<file path="config.mk">
export PLATFORM = sky130hd
export DESIGN_NAME = seg_access_ctrl
export DESIGN_NICKNAME = d
export VERILOG_FILES = /design/src/rtl/seg_access_ctrl.sv
export SDC_FILE = /design/constraint.sdc
export NUM_CORES = 1
export LEC_CHECK = 0
export ABC_AREA = 1
export CORE_ASPECT_RATIO = 1.75
export CORE_UTILIZATION = 48
export DETAILED_ROUTE_END_ITERATION = 10
export HOLD_SLACK_MARGIN = 0.15
export PLACE_DENSITY = 0.84
export SLEW_MARGIN = 40
export SYNTH_ARGS = -nofsm -noshare
export SYNTH_HDL_FRONTEND = slang
export SYNTH_SLANG_ARGS = --single-unit
</file>
<file path="constraint.sdc">
create_clock -name CLK_SAC -period 4.11 [get_ports CLK_SAC]
set_clock_uncertainty 0.05 [all_clocks]
set_input_delay 0.822 -clock CLK_SAC [delete_from_list [all_inputs] [get_ports CLK_SAC]]
set_output_delay 0.822 -clock CLK_SAC [all_outputs]
set_load 0.01 [all_outputs]
</file>
<file path="src/rtl/seg_access_ctrl.sv">
// seg_access_ctrl: initiator for the 512B data-memory segment; sequences address/data setup,
// a single registered write strobe, and 1-4 beat incrementing read bursts.
module seg_access_ctrl #(
  parameter int ADDR_W    = 8,
  parameter int DATA_W    = 16,
  parameter int SETUP_CYC = 1
) (
  input  logic              CLK_SAC,
  input  logic              RST_N_SAC,
  input  logic              REQ_VALID_SAC,
  output logic              REQ_READY_SAC,
  input  logic              REQ_WE_SAC,
  input  logic [ADDR_W-1:0] REQ_ADDR_SAC,
  input  logic [1:0]        REQ_LEN_SAC,
  input  logic [DATA_W-1:0] REQ_WDATA_SAC,
  output logic              RSP_VALID_SAC,
  input  logic              RSP_READY_SAC,
  output logic              RSP_WACK_SAC,
  output logic [DATA_W-1:0] RSP_RDATA_SAC,
  output logic [ADDR_W-1:0] ADDR_SEG,
  output logic [DATA_W-1:0] DATA_IN_SEG,
  output logic              WE_SEG,
  input  logic [DATA_W-1:0] DATA_OUT_SEG
);
  typedef enum logic [2:0] {IDLE, SETUP, STROBE, HOLD, SAMPLE, RESP} state_t;
  localparam logic [1:0] SETUP_M1 = 2'(SETUP_CYC - 1);
  state_t state, state_nxt;
  logic op_we;
  logic [1:0] beats_left, setup_cnt;
  logic req_fire, rsp_fire, next_beat;
  assign REQ_READY_SAC = state == IDLE;
  assign req_fire = REQ_VALID_SAC && REQ_READY_SAC;
  assign rsp_fire = state == RESP && RSP_READY_SAC;
  assign next_beat = !op_we && beats_left != 2'd0;
  always_ff @(posedge CLK_SAC or negedge RST_N_SAC)
    if (!RST_N_SAC) state <= IDLE;
    else state <= state_nxt;
  always_comb begin
    state_nxt = state;
    case (state)
      IDLE:    state_nxt = req_fire ? SETUP : IDLE;
      SETUP:   state_nxt = setup_cnt != 2'd0 ? SETUP : (op_we ? STROBE : SAMPLE);
      STROBE:  state_nxt = HOLD;
      HOLD:    state_nxt = RESP;
      SAMPLE:  state_nxt = RESP;
      RESP:    state_nxt = !RSP_READY_SAC ? RESP : (next_beat ? SETUP : IDLE);
      default: state_nxt = IDLE;
    endcase
  end
  // strobe is a flop output decoded from next state, so it cannot glitch and
  // only rises/falls on edges where address and data are already stable
  always_ff @(posedge CLK_SAC or negedge RST_N_SAC)
    if (!RST_N_SAC) begin
      ADDR_SEG      <= '0;
      DATA_IN_SEG   <= '0;
      WE_SEG        <= 1'b0;
      RSP_VALID_SAC <= 1'b0;
      RSP_WACK_SAC  <= 1'b0;
      RSP_RDATA_SAC <= '0;
      op_we         <= 1'b0;
      beats_left    <= 2'd0;
      setup_cnt     <= 2'd0;
    end else begin
      WE_SEG <= state_nxt == STROBE;
      if (req_fire) begin
        ADDR_SEG    <= REQ_ADDR_SAC;
        DATA_IN_SEG <= REQ_WDATA_SAC;
        op_we       <= REQ_WE_SAC;
        beats_left  <= REQ_LEN_SAC;
        setup_cnt   <= SETUP_M1;
      end
      if (state == SETUP && setup_cnt != 2'd0) setup_cnt <= setup_cnt - 2'd1;
      if (state == HOLD || state == SAMPLE) begin
        RSP_VALID_SAC <= 1'b1;
        RSP_WACK_SAC  <= state == HOLD;
        RSP_RDATA_SAC <= state == HOLD ? '0 : DATA_OUT_SEG;
      end
      if (rsp_fire) begin
        RSP_VALID_SAC <= 1'b0;
        if (next_beat) begin
          ADDR_SEG   <= ADDR_SEG + 1'b1;
          beats_left <= beats_left - 2'd1;
          setup_cnt  <= SETUP_M1;
        end
      end
    end
endmodule
</file>
==> impl_metrics.toml, run 1 <==
[worst_hold_path]
hp-start = "RSP_WACK_SAC$_DFFE_PN0P_"
min_path_type = "register to register"

[floorplanning]
dieArea_sq_um = 5490
die_w_microns = 56.4
start_util = 0.500
die_h_microns = 97.2
design.core.area_sq_um = 4980
boundaryPins = 91
num_rows = 34

[sta]
setup_tns_ns = 0
maxSlewViolCount = 0
setup_violations = 0
fin_ws_ns = 1.63
slew_headroom = 0.518
min_period_ns = 2.48
worstMarginPinSlew_ns = 0.720
fin_crit_sh = 0.603
rsz0062_at_grt = "false"
fmax_mhz = 403
hold_viol = 0

[logic_synthesis]
yosys_warnings = 0
ys_ff_latch = 51
async_flop_share = 1.00
ys_seq_area_frac = 0.513
syn_area_sq_um = 2490
netlist-cell-type-count = 26
synth.avg_cell_area_sq_um = 8.24
synthCells = 302
synth_edf_count = 0
synth_flop_cell = "dfrtp_1"
syn_nets = 352

[placed_design]
preCtsSetupSlack_ns = 1.58
dpl.hpwl_microns = 3980
portBuffers = 90
place.gp.congestion = 0.838

[worst_setup_path]
crit_required_ns = 3.24
cp_slowest_cell = "clkdlybuf4s50_1"
cp_max_fo = 6
cp.depth = 2
cp-start-kind = "register"
r2r_setup_slack_ns = 2.19
cp_data_arrival_time_ns = 1.61
endpoint = "REQ_READY_SAC"
reg2reg_to = "ADDR_SEG[6]$_DFF_PN0_"
startpoint = "state[1]$_DFF_PN0_"
crit_family = "buffers and inverters"
r2r_start = "state[1]$_DFF_PN0_"
critical_path_buf_inv_count = 1
crit_chain = "nor3_1, clkdlybuf4s50_1"
cp-end-kind = "primary output"
critPathKind = "register to primary output"
ff2ff_path_depth = 6
cpPeakStageDelay_ns = 0.57

[global_route]
grt_pass1_vias = 2306
antenna_found_initial = 0
grt_usage = 0.225
grt_max_degree = 52
grt_pass1_wl_microns = 9920
grt_overflow_total = 0

[clock_tree]
post_cts_resized = 0
cts_hold_buf = 0
clkTransAtPathRegs_ns = 0.08
clock_sinks = 51
cts-root-buf = "clkbuf_8"
cts_buffers = 5
cts_setup_buffers = 0
clk_path_buf_depth = 2
insertion_delay_ns = 0.29
cts_tree = "done"
h-tree-depth = 2

[route]
dr_total_vias = 2275
totalWireLength_microns = 5520
drt_iter0_drc = 167
post_drt_wl_per_cell_microns = 12.7
drt-pass1-iter-count = 4
ant_nets = 0
via_per_inst = 5.22
drc = 0

[outcome]
status = "completed"

[layout]
finalNetCount = 433
drive_gt1_frac = 0.0419
syn_to_final_growth_pct = 37.6
antennaDiodeCount = 0

[pwr]
ir_drop_mv = 0.575
leakagePower_nw = 1.70
powerDensity_nw_per_um2 = 703

[job]
max_cap_viol_count = 0
[registers in the layout (all words and copies together), names as in the netlist]
name and flops:
DATA_IN_SEG 16, RSP_WACK_SAC 1, WE_SEG 1, state 3, op_we 1, RSP_VALID_SAC 1
beats_left 2, ADDR_SEG 8, setup_cnt 2, RSP_RDATA_SAC 16
[placed cells by master (no fill, tap or decap), types with 2 or more instances in the layout]
cell type	instances
inv_1	41
ha_1	3
nand4_1	10
inv_2	3
o21ai_0	19
o31ai_1	2
o21ai_1	3
nor3_1	2
clkdlybuf4s50_1	89
dfrtp_1	51
buf_4	2
o21bai_1	2
a21oi_1	2
nand2_1	76
nand3_2	2
nand3_1	49
nor2_1	13
clkbuf_8	5
[cells by family (layout without fill, tap and decap cells)]
| group | after synthesis | count (layout) | synth area share |
|---|---|---|---|
| flops | 51 | 51 | 0.513 |
| fa+ha+maj | 3 | 3 | 0.0151 |
| xor+xnor | 2 | 2 | 0.00704 |
| simple gates | 157 | 157 | 0.293 |
| compound gates | 28 | 28 | 0.0604 |
| buf+inv | 61 | 141 | 0.111 |
[per-stage QoR]
step	instance area [sq um]	hold slack, ns	util	cells	power [mW]
floorplan	2490	0.402	-	302	1.63
global placement	3350	0.413	0.672	430	2.12
detailed placement	3350	0.419	0.673	430	2.17
CTS	3420	0.438	0.688	436	2.43
global route	3420	0.449	0.688	436	2.62
finish	3420	0.436	0.688	436	2.41
[cell usage after synthesis (2+ instances only)]
master | instances | area, sq um
nand2_1 | 76 | 285
dfrtp_1 | 51 | 1280
nand3_1 | 49 | 245
inv_1 | 41 | 154
o21ai_0 | 19 | 95.1
nor2_1 | 13 | 48.8
buf_2 | 11 | 55.1
nand4_1 | 10 | 62.6
buf_6 | 4 | 45.0
ha_1 | 3 | 37.5
inv_2 | 3 | 11.3
o21ai_1 | 3 | 15.0
a21oi_1 | 2 | 10.0
nand3_2 | 2 | 20.0
nor3_1 | 2 | 10.0
o21bai_1 | 2 | 15.0
o31ai_1 | 2 | 15.0
[power by group]
group          total [mW]  switching, mW  internal (mW)
logic                1.23          0.624          0.604
clock network       0.257          0.143          0.114
registers           0.921          0.188          0.733
[routing by layer]
metal / global-route usage / vias to the layer above / share of wire
li1: - / 1123 / -
met1: 0.257 / 1050 / 0.41
met2: 0.404 / 94 / 0.52
met3: 0.0360 / 8 / 0.055
met4: 0.101 / 0 / 0.015
met5: 0 / - / 0
[how the worst min path moves through the flow]
stage | depth (start not counted) | endpoint
finish | 2 | RSP_WACK_SAC$_DFFE_PN0P_
global route | 2 | RSP_WACK_SAC$_DFFE_PN0P_
floorplan | 1 | state[2]$_DFF_PN0_
global placement | 2 | RSP_WACK_SAC$_DFFE_PN0P_
CTS | 2 | RSP_WACK_SAC$_DFFE_PN0P_
detailed placement | 2 | RSP_WACK_SAC$_DFFE_PN0P_
[layout make-up]
type | instances | area, sq um
Tap cell | 54 | 67.6
Timing Repair Buffer | 91 | 906
Sequential cell | 51 | 1280
Fill cell | 416 | 1560
Inverter | 44 | 165
Multi-Input combinational cell | 190 | 935
Clock buffer | 6 | 72.6
[tightest hold or removal path, stage by stage, from the launching register on]
cell and delay [ns]:
dfrtp_1 0.35, nand2_1 0.06, nand2_1 0.05
No activity file was read; power rests on OpenSTA's default activity.
==> run 2: changes to the inputs <==
- CORE_UTILIZATION: 48 -> 40
- PLACE_DENSITY: 0.84 -> 0.75
- clock period: 4.11 -> 2.2 ns (I/O delays scaled with it)
==> run 2 against run 1 <==
Effect of this change:
- global-route usage down 3.1 points
- die area up 19%
- sequential cell count unchanged
- critical endpoint unchanged
- first-iteration DRC count down 50%
- combinational power up 93%
- sequential power up 86%
- core utilization down 8.6 points
- clock power rose to 2.6 times the previous value
==> impl_metrics.toml, run 2 (synthesis gave the netlist of run 1 again) <==
[outcome]
status = "completed"

[worst_setup_path]
critical_path_buf_inv_count = 1
cp_max_fo = 6
crit_required_ns = 1.71
cp-start-kind = "register"
startpoint = "state[1]$_DFF_PN0_"
crit_chain = "nor3_1, clkdlybuf4s50_1"
cp_slowest_cell = "clkdlybuf4s50_1"
cp_data_arrival_time_ns = 1.58
crit_family = "buffers and inverters"
ff2ff_path_depth = 7
cpPeakStageDelay_ns = 0.57
critPathKind = "register to primary output"
cp-end-kind = "primary output"
cp.depth = 2
r2r_start = "state[2]$_DFF_PN0_"

[pwr]
ir_drop_mv = 0.702
intPower_mw = 2.91
powerDensity_nw_per_um2 = 1340
power_frac_comb = 0.500
seq_power_share = 0.359
leakagePower_nw = 1.76
switching_share = 0.389
p_sw_mw = 1.85
clock_power_share = 0.140

[placed_design]
preCtsSetupSlack_ns = 0.271
portBuffers = 90
dpl.hpwl_microns = 4430
place.gp.congestion = 0.864
place_area_sq_um = 3430

[global_route]
grt_pass1_vias = 2321
grt_max_degree = 51
antenna_found_initial = 0
grt_pass1_wl_microns = 9670
grt_overflow_total = 0
grt_usage = 0.195

[floorplanning]
boundaryPins = 91
start_util = 0.420
dieArea_sq_um = 6550
num_rows = 37
die_h_microns = 106
die_w_microns = 61.6
design.core.area_sq_um = 5930

[clock_tree]
cts_buffers = 5
h-tree-depth = 2
clk_path_buf_depth = 2
insertion_delay_ns = 0.30
clock_sinks = 51
cts_tree = "done"
cts-root-buf = "clkbuf_8"
clkTransAtPathRegs_ns = 0.09

[worst_hold_path]
hold-path-cell-count = 2
min_path_type = "register to register"
hp-start = "RSP_WACK_SAC$_DFFE_PN0P_"

[layout]
biggestRegsByFlops = "DATA_IN_SEG x16, RSP_RDATA_SAC x16, ADDR_SEG x8"
finalNetCount = 440
drive_gt1_frac = 0.0665
antennaDiodeCount = 0
layout_common_cells = "clkdlybuf4s50_1, nand2_1, dfrtp_1"
syn_to_final_growth_pct = 43.3
fin_area_sq_um = 3560
layout_commonest_cell = "clkdlybuf4s50_1"

[sta]
slew_headroom = 0.643
min_period_ns = 2.07
fin_crit_sh = 0.940
setup_tns_ns = 0
maxSlewViolCount = 0
setup_violations = 0
worstMarginPinSlew_ns = 0.536
fin_ws_ns = 0.133
hold_viol = 0
rsz0062_at_grt = "false"
fmax_mhz = 484

[route]
post_drt_wl_per_cell_microns = 12.8
drt-pass1-iter-count = 4
dr_total_vias = 2359
via_per_inst = 5.03
drc = 0
ant_nets = 0
drt_iter0_drc = 84
totalWireLength_microns = 6010

[job]
max_cap_viol_count = 0
run 2: cell count changes in the layout (fill, tap and decap cells not counted), sizes merged:
| cell | before | now |
|---|---|---|
| dlygate4sd3 | 0 | 1 |
| clkinv | 0 | 1 |
| buf | 2 | 8 |
| bufinv | 0 | 1 |
run 2: what timing repair did:
action,CTS,global route
resized for setup,0,1
setup endpoints to repair,0,1
endpoints found under the hold margin,22,0
hold buffers,1,0
buffers inserted,0,0
run 2: layout make-up:
class                   instances  area (sq um)
clock buffers                   6          82.6
well taps                      78          97.6
fillers                       592          2360
inverters                      44           165
repair buffers                 98           971
multi-input cells             190           935
flip-flops and latches         51          1280
clock inverters                 2          35.0
run 2: final timing paths:
check / end / slack [ns]
max: REQ_READY_SAC / 0.13
max reg2reg: ADDR_SEG[0]$_DFF_PN0_ / 0.43
min in group asynchronous: ADDR_SEG[0]$_DFF_PN0_ / 0.59
min: RSP_WACK_SAC$_DFFE_PN0P_ / 0.44
max in group asynchronous: state[1]$_DFF_PN0_ / 0.97
min reg2reg: RSP_WACK_SAC$_DFFE_PN0P_ / 0.44
run 2: stage by stage:
step / instances / power (mW) / utilization / hold WS, ns
2_1_floorplan: 302 / 3.05 / - / 0.0944
3_3_place_gp: 460 / 4.03 / 0.580 / 0.407
3_5_place_dp: 460 / 4.11 / 0.580 / 0.405
4_1_cts: 469 / 4.80 / 0.601 / 0.449
5_1_grt: 469 / 5.14 / 0.601 / 0.479
6_report: 469 / 4.77 / 0.601 / 0.442
run 2: power by group through the flow:
stage | Clock (mW) | Combinational (mW) | Sequential (mW)
detailed placement | 0 | 2.40 | 1.71
global placement | 0 | 2.33 | 1.70
global route | 0.722 | 2.66 | 1.76
CTS | 0.691 | 2.41 | 1.70
floorplan | 0 | 1.24 | 1.80
finish | 0.668 | 2.38 | 1.71
run 2: layer usage:
layer / routed length, microns / global-route usage / vias up
met5: 0 / 0 / -
met2: 3240 / 0.359 / 88
met1: 2290 / 0.189 / 1118
li1: - / - / 1138
met4: 159 / 0.0937 / 0
met3: 331 / 0.0450 / 15
run 2: worst min-delay path: stages, from the launching register on:
cell and delay (ns):
dfrtp_1 0.36, nand2_1 0.06, nand2_1 0.05
